<file path="src/rtl/do_pixel_filter.sv">
// do_pixel_filter: streams a frame buffer through a per-pixel filter (gray/invert/binarize/pass), one pixel per clock.
// Binarize mode is only implemented when PIXEL_FILTER_BINARIZE_EN is defined; otherwise mode 10 passes pixels through.
module do_pixel_filter #(
    parameter int CH_W       = 4,
    parameter int ADDR_W     = 17,
    parameter int NUM_PIXELS = 76800,
    parameter int RD_LAT     = 1
) (
    input  logic                clk_i,
    input  logic                rst_i,
    input  logic                enable_filter,
    input  logic [1:0]          mode_i,
    input  logic [CH_W-1:0]     thresh_i,
    output logic                led_done,
    output logic                busy_o,
    output logic [ADDR_W-1:0]   rdaddr_buf1,
    input  logic [3*CH_W-1:0]   din_buf1,
    output logic [ADDR_W-1:0]   wraddr_buf1,
    output logic [3*CH_W-1:0]   dout_buf1,
    output logic                we_buf1
);
    typedef enum logic [1:0] {IDLE, RUN, DRAIN, DONE} state_t;
    localparam logic [ADDR_W-1:0] LAST = ADDR_W'(NUM_PIXELS - 1);
    state_t                state;
    logic [1:0]            mode;
    logic [RD_LAT-1:0]     pv;
    logic [ADDR_W-1:0]     pa [RD_LAT];
    logic [CH_W-1:0]       r, g, b, gray;
    logic [CH_W+7:0]       pr, pg, pb;
    logic [CH_W+9:0]       sum;
    logic [3*CH_W-1:0]     res;
`ifdef PIXEL_FILTER_BINARIZE_EN
    logic [CH_W-1:0]       thresh;
`else
    logic                  unused_thresh;
    assign unused_thresh = ^thresh_i;
`endif
    assign {r, g, b} = din_buf1;
    assign pr   = (CH_W+8)'(r) * (CH_W+8)'(77);
    assign pg   = (CH_W+8)'(g) * (CH_W+8)'(150);
    assign pb   = (CH_W+8)'(b) * (CH_W+8)'(29);
    assign sum  = {2'b0, pr} + {2'b0, pg} + {2'b0, pb};
    assign gray = CH_W'(sum >> 8);
    assign res  = (mode == 2'b00) ? {3{gray}} :
                  (mode == 2'b01) ? ~din_buf1 :
`ifdef PIXEL_FILTER_BINARIZE_EN
                  (mode == 2'b10) ? {(3*CH_W){gray >= thresh}} :
`endif
                  din_buf1;
    // pv/pa carry each issued address alongside its read until the data returns
    always_ff @(posedge clk_i) begin
        if (rst_i) begin
            state       <= IDLE;
            led_done    <= 1'b0;
            busy_o      <= 1'b0;
            we_buf1     <= 1'b0;
            rdaddr_buf1 <= '0;
            wraddr_buf1 <= '0;
            dout_buf1   <= '0;
            pv          <= '0;
            mode        <= 2'b00;
`ifdef PIXEL_FILTER_BINARIZE_EN
            thresh      <= '0;
`endif
        end else begin
            pv[0] <= (state == RUN);
            pa[0] <= rdaddr_buf1;
            for (int i = 1; i < RD_LAT; i++) begin
                pv[i] <= pv[i-1];
                pa[i] <= pa[i-1];
            end
            we_buf1     <= pv[RD_LAT-1];
            wraddr_buf1 <= pa[RD_LAT-1];
            dout_buf1   <= res;
            case (state)
                IDLE: if (enable_filter) begin
                    state       <= RUN;
                    busy_o      <= 1'b1;
                    led_done    <= 1'b0;
                    rdaddr_buf1 <= '0;
                    mode        <= mode_i;
`ifdef PIXEL_FILTER_BINARIZE_EN
                    thresh      <= thresh_i;
`endif
                end
                RUN: if (rdaddr_buf1 == LAST) state <= DRAIN;
                     else rdaddr_buf1 <= rdaddr_buf1 + 1'b1;
                DRAIN: if (we_buf1 && wraddr_buf1 == LAST) begin
                    state    <= DONE;
                    busy_o   <= 1'b0;
                    led_done <= 1'b1;
                end
                DONE: if (!enable_filter) state <= IDLE;
                default: state <= IDLE;
            endcase
        end
    end
endmodule
</file>
<file path="config.mk">
export PLATFORM = sky130hd
export DESIGN_NAME = do_pixel_filter
export DESIGN_NICKNAME = d
export VERILOG_FILES = /design/src/rtl/do_pixel_filter.sv
export SDC_FILE = /design/constraint.sdc
export NUM_CORES = 1
export LEC_CHECK = 0
export CORE_ASPECT_RATIO = 2
export CORE_MARGIN = 2
export CORE_UTILIZATION = 45
export CTS_CLUSTER_DIAMETER = 40
export CTS_CLUSTER_SIZE = 30
export DETAILED_ROUTE_END_ITERATION = 12
export PLACE_DENSITY = 0.73
export SYNTH_ARGS = -nofsm -noshare
export SYNTH_HDL_FRONTEND = slang
export SYNTH_SLANG_ARGS = --single-unit
</file>
<file path="constraint.sdc">
create_clock -name clk_i -period 6.2 [get_ports clk_i]
set_clock_uncertainty 0.05 [all_clocks]
set_input_delay 1.55 -clock clk_i [delete_from_list [all_inputs] [get_ports clk_i]]
set_output_delay 1.55 -clock clk_i [all_outputs]
set_load 0.005 [all_outputs]
</file>
==> reports/results.ini <==
[outcome]
status = completed

[synth]
ys_ff_latch = 71
ys_types = 55
seq_area_frac_synth_pct = 36.82
syn_inst = 436
synth_top_area_share_pct = 25.01
synthArstFlopShare_pct = 0
synth.largest_area_cell = dfxtp_1
syn_area_mm2 = 0.004323
synth_nets = 528
ys.flop_type = dfxtp_1
synth_edf_count = 17
syn_area_per_cell_um2 = 9.915
synth_common_cells = inv_1, dfxtp_1, ha_1
yosys_warnings = 0
yosys.cell_count.top_type = inv_1
ys_top_cells_by_area = dfxtp_1, ha_1, edfxtp_1

[layout]
area_growth_pct = 34.93
insertedDiodeCount = 0
final_cells = 643
fin_area_mm2 = 0.005833
utilization_pct = 62.16
final_nets = 627
drive_gt1_share_pct = 16.51

[global_route]
antenna_found_initial = 0
grt_max_degree = 42
grt_pass1_vias = 3658
grt_pass1_wl_um = 17280
track_usage_pct = 21.95
grt-ovfl-total = 0

[drt]
dr.pass1.iters = 4
via_count = 3490
avgRoutedWirePerCell_um = 16.83
wl_um = 10820
vias_per_cell = 5.428
drt_iter0_markers = 92
drc = 0
antenna_left = 0

[clock_tree]
cts_tree = yes
cts.sink_count = 71
htree_num_levels = 3
clk_pin_slew_worst_paths_ns = 0.05
clock_latency_ns = 0.33
root_buffer = clkbuf_16
numCtsBuffers = 9
cts_max_path_buffers = 2
hold_buffers = 0

[pwr]
power_density_mw_per_mm2 = 414.0
power_mw = 2.415
power.leakage_nw = 2.436
peakVddDrop_mv = 0.2456

[die]
die_w_um = 73.31
rows = 50
die_y_um = 142.6
start_util_pct = 46.07
ios = 70
core_mm2 = 0.009384
die_area_mm2 = 0.01045

[timing]
min_period_ns = 6.052
setup_violations = 0
worstMarginPinSlew_ns = 0.9110
fmax_mhz = 165.2
hold_viol_final = 0
slew_headroom_pct = 38.70
fin_crit_sh_pct = 97.62
slew_violations = 0

[worst_setup_path]
start_kind = input pin
end_kind = flip-flop
worstPathArrival_ns = 6.19
crit_fanout = 6
crit_type = in2reg
worstPathRequired_ns = 6.34

[place]
hpwl_um = 8451
gp_congestion = 0.8667
dp.cells = 626
port_buffers = 65
dpl_cell_area_mm2 = 0.005290

[job]
drv_cap = 0

[min_path]
min_path_type = reg2reg

[cells by family after synthesis]
kind of cell    after synthesis  synth area share [%]
mux                           5                 1.216
xor+xnor                     18                 3.647
flops                        71                 36.82
buf+inv                      69                 6.194
fa+ha+maj                    71                 24.37
simple gates                125                 15.57
compound gates               77                 12.19
[registers in the layout (all words and copies together), names as in the netlist]
signal,flops
busy_o,1
dout_buf1,12
led_done,1
mode,2
pa,17
pv,1
rdaddr_buf1,17
state,2
we_buf1,1
wraddr_buf1,17
[final cells by class]
class / instances / area [µm²]
Clock buffer: 10 / 229.0
Clock inverter: 5 / 50.05
Tap cell: 104 / 130.1
Sequential cell: 71 / 1592
Multi-Input combinational cell: 296 / 2709
Inverter: 59 / 221.5
Fill cell: 778 / 3551
Timing Repair Buffer: 98 / 902.1
[placed cells by master (no fill, tap or decap), types with 19 or more instances in the layout]
cell and n:
fa_1 21, a21oi_1 21, dfxtp_1 54, nor2b_1 19
clkdlybuf4s50_1 61, nor2_1 33, ha_1 41, inv_1 54
buf_4 31
[what timing repair did]
| item | CTS | global route |
|---|---|---|
| pin swaps | 24 | 31 |
| buffers inserted | 1 | 2 |
| gates resized for setup | 28 | 26 |
| endpoints found under the setup margin | 12 | 12 |
| gates cloned | 0 | 0 |
[worst max-delay path: stages]
cell and delay, ns:
dlygate4sd2_1 0.26, ha_1 0.34, ha_4 0.26, ha_4 0.24, and3b_2 0.23, o21a_1 0.22
o21a_1 0.20, nor2_2 0.12, xnor2_1 0.13, ha_1 0.25, inv_1 0.06, fa_1 0.43
fa_1 0.50, inv_1 0.07, ha_4 0.25, buf_6 0.13, a211oi_4 0.26, nand2_2 0.09
o31ai_4 0.31, xnor2_4 0.18, o22ai_2 0.10
[per-layer routing]
| layer | wire length, µm | global-route usage (%) |
|---|---|---|
| met2 | 6404 | 43.81 |
| met5 | 0 | 0 |
| met3 | 338 | 3.529 |
| met1 | 3638 | 20.02 |
| met4 | 442 | 10.91 |
[where the power goes]
| group | switching [mW] | total (mW) | leakage, nW | internal, mW |
|---|---|---|---|---|
| Sequential | 0.0286 | 0.562 | 0.621 | 0.533 |
| Clock | 0.176 | 0.481 | 0.133 | 0.305 |
| Combinational | 0.681 | 1.37 | 1.68 | 0.692 |
[worst paths after layout]
check | startpoint | endpoint | slack (ns) | cells after the start
setup / recovery | din_buf1[5] | dout_buf1[3] | 0.15 | 21
hold / removal | pa[0][14] | wraddr_buf1[14] | 0.40 | 1
setup reg to reg | rdaddr_buf1[10] | rdaddr_buf1[6] | 4.10 | 5
hold reg to reg | pa[0][14] | wraddr_buf1[14] | 0.40 | 1
[per-stage QoR]
step                      hold slack [ns]    TNS, ns  setup slack, ns
after floorplan                    0.3638          0          0.02566
after global placement             0.3715     -8.536          -0.7692
after detailed placement           0.3849     -9.510          -0.8658
after CTS                          0.3967          0          0.02266
after global routing               0.4177  -0.007756        -0.007756
final                              0.3952          0           0.1477
No activity file was read; power rests on OpenSTA's default activity.
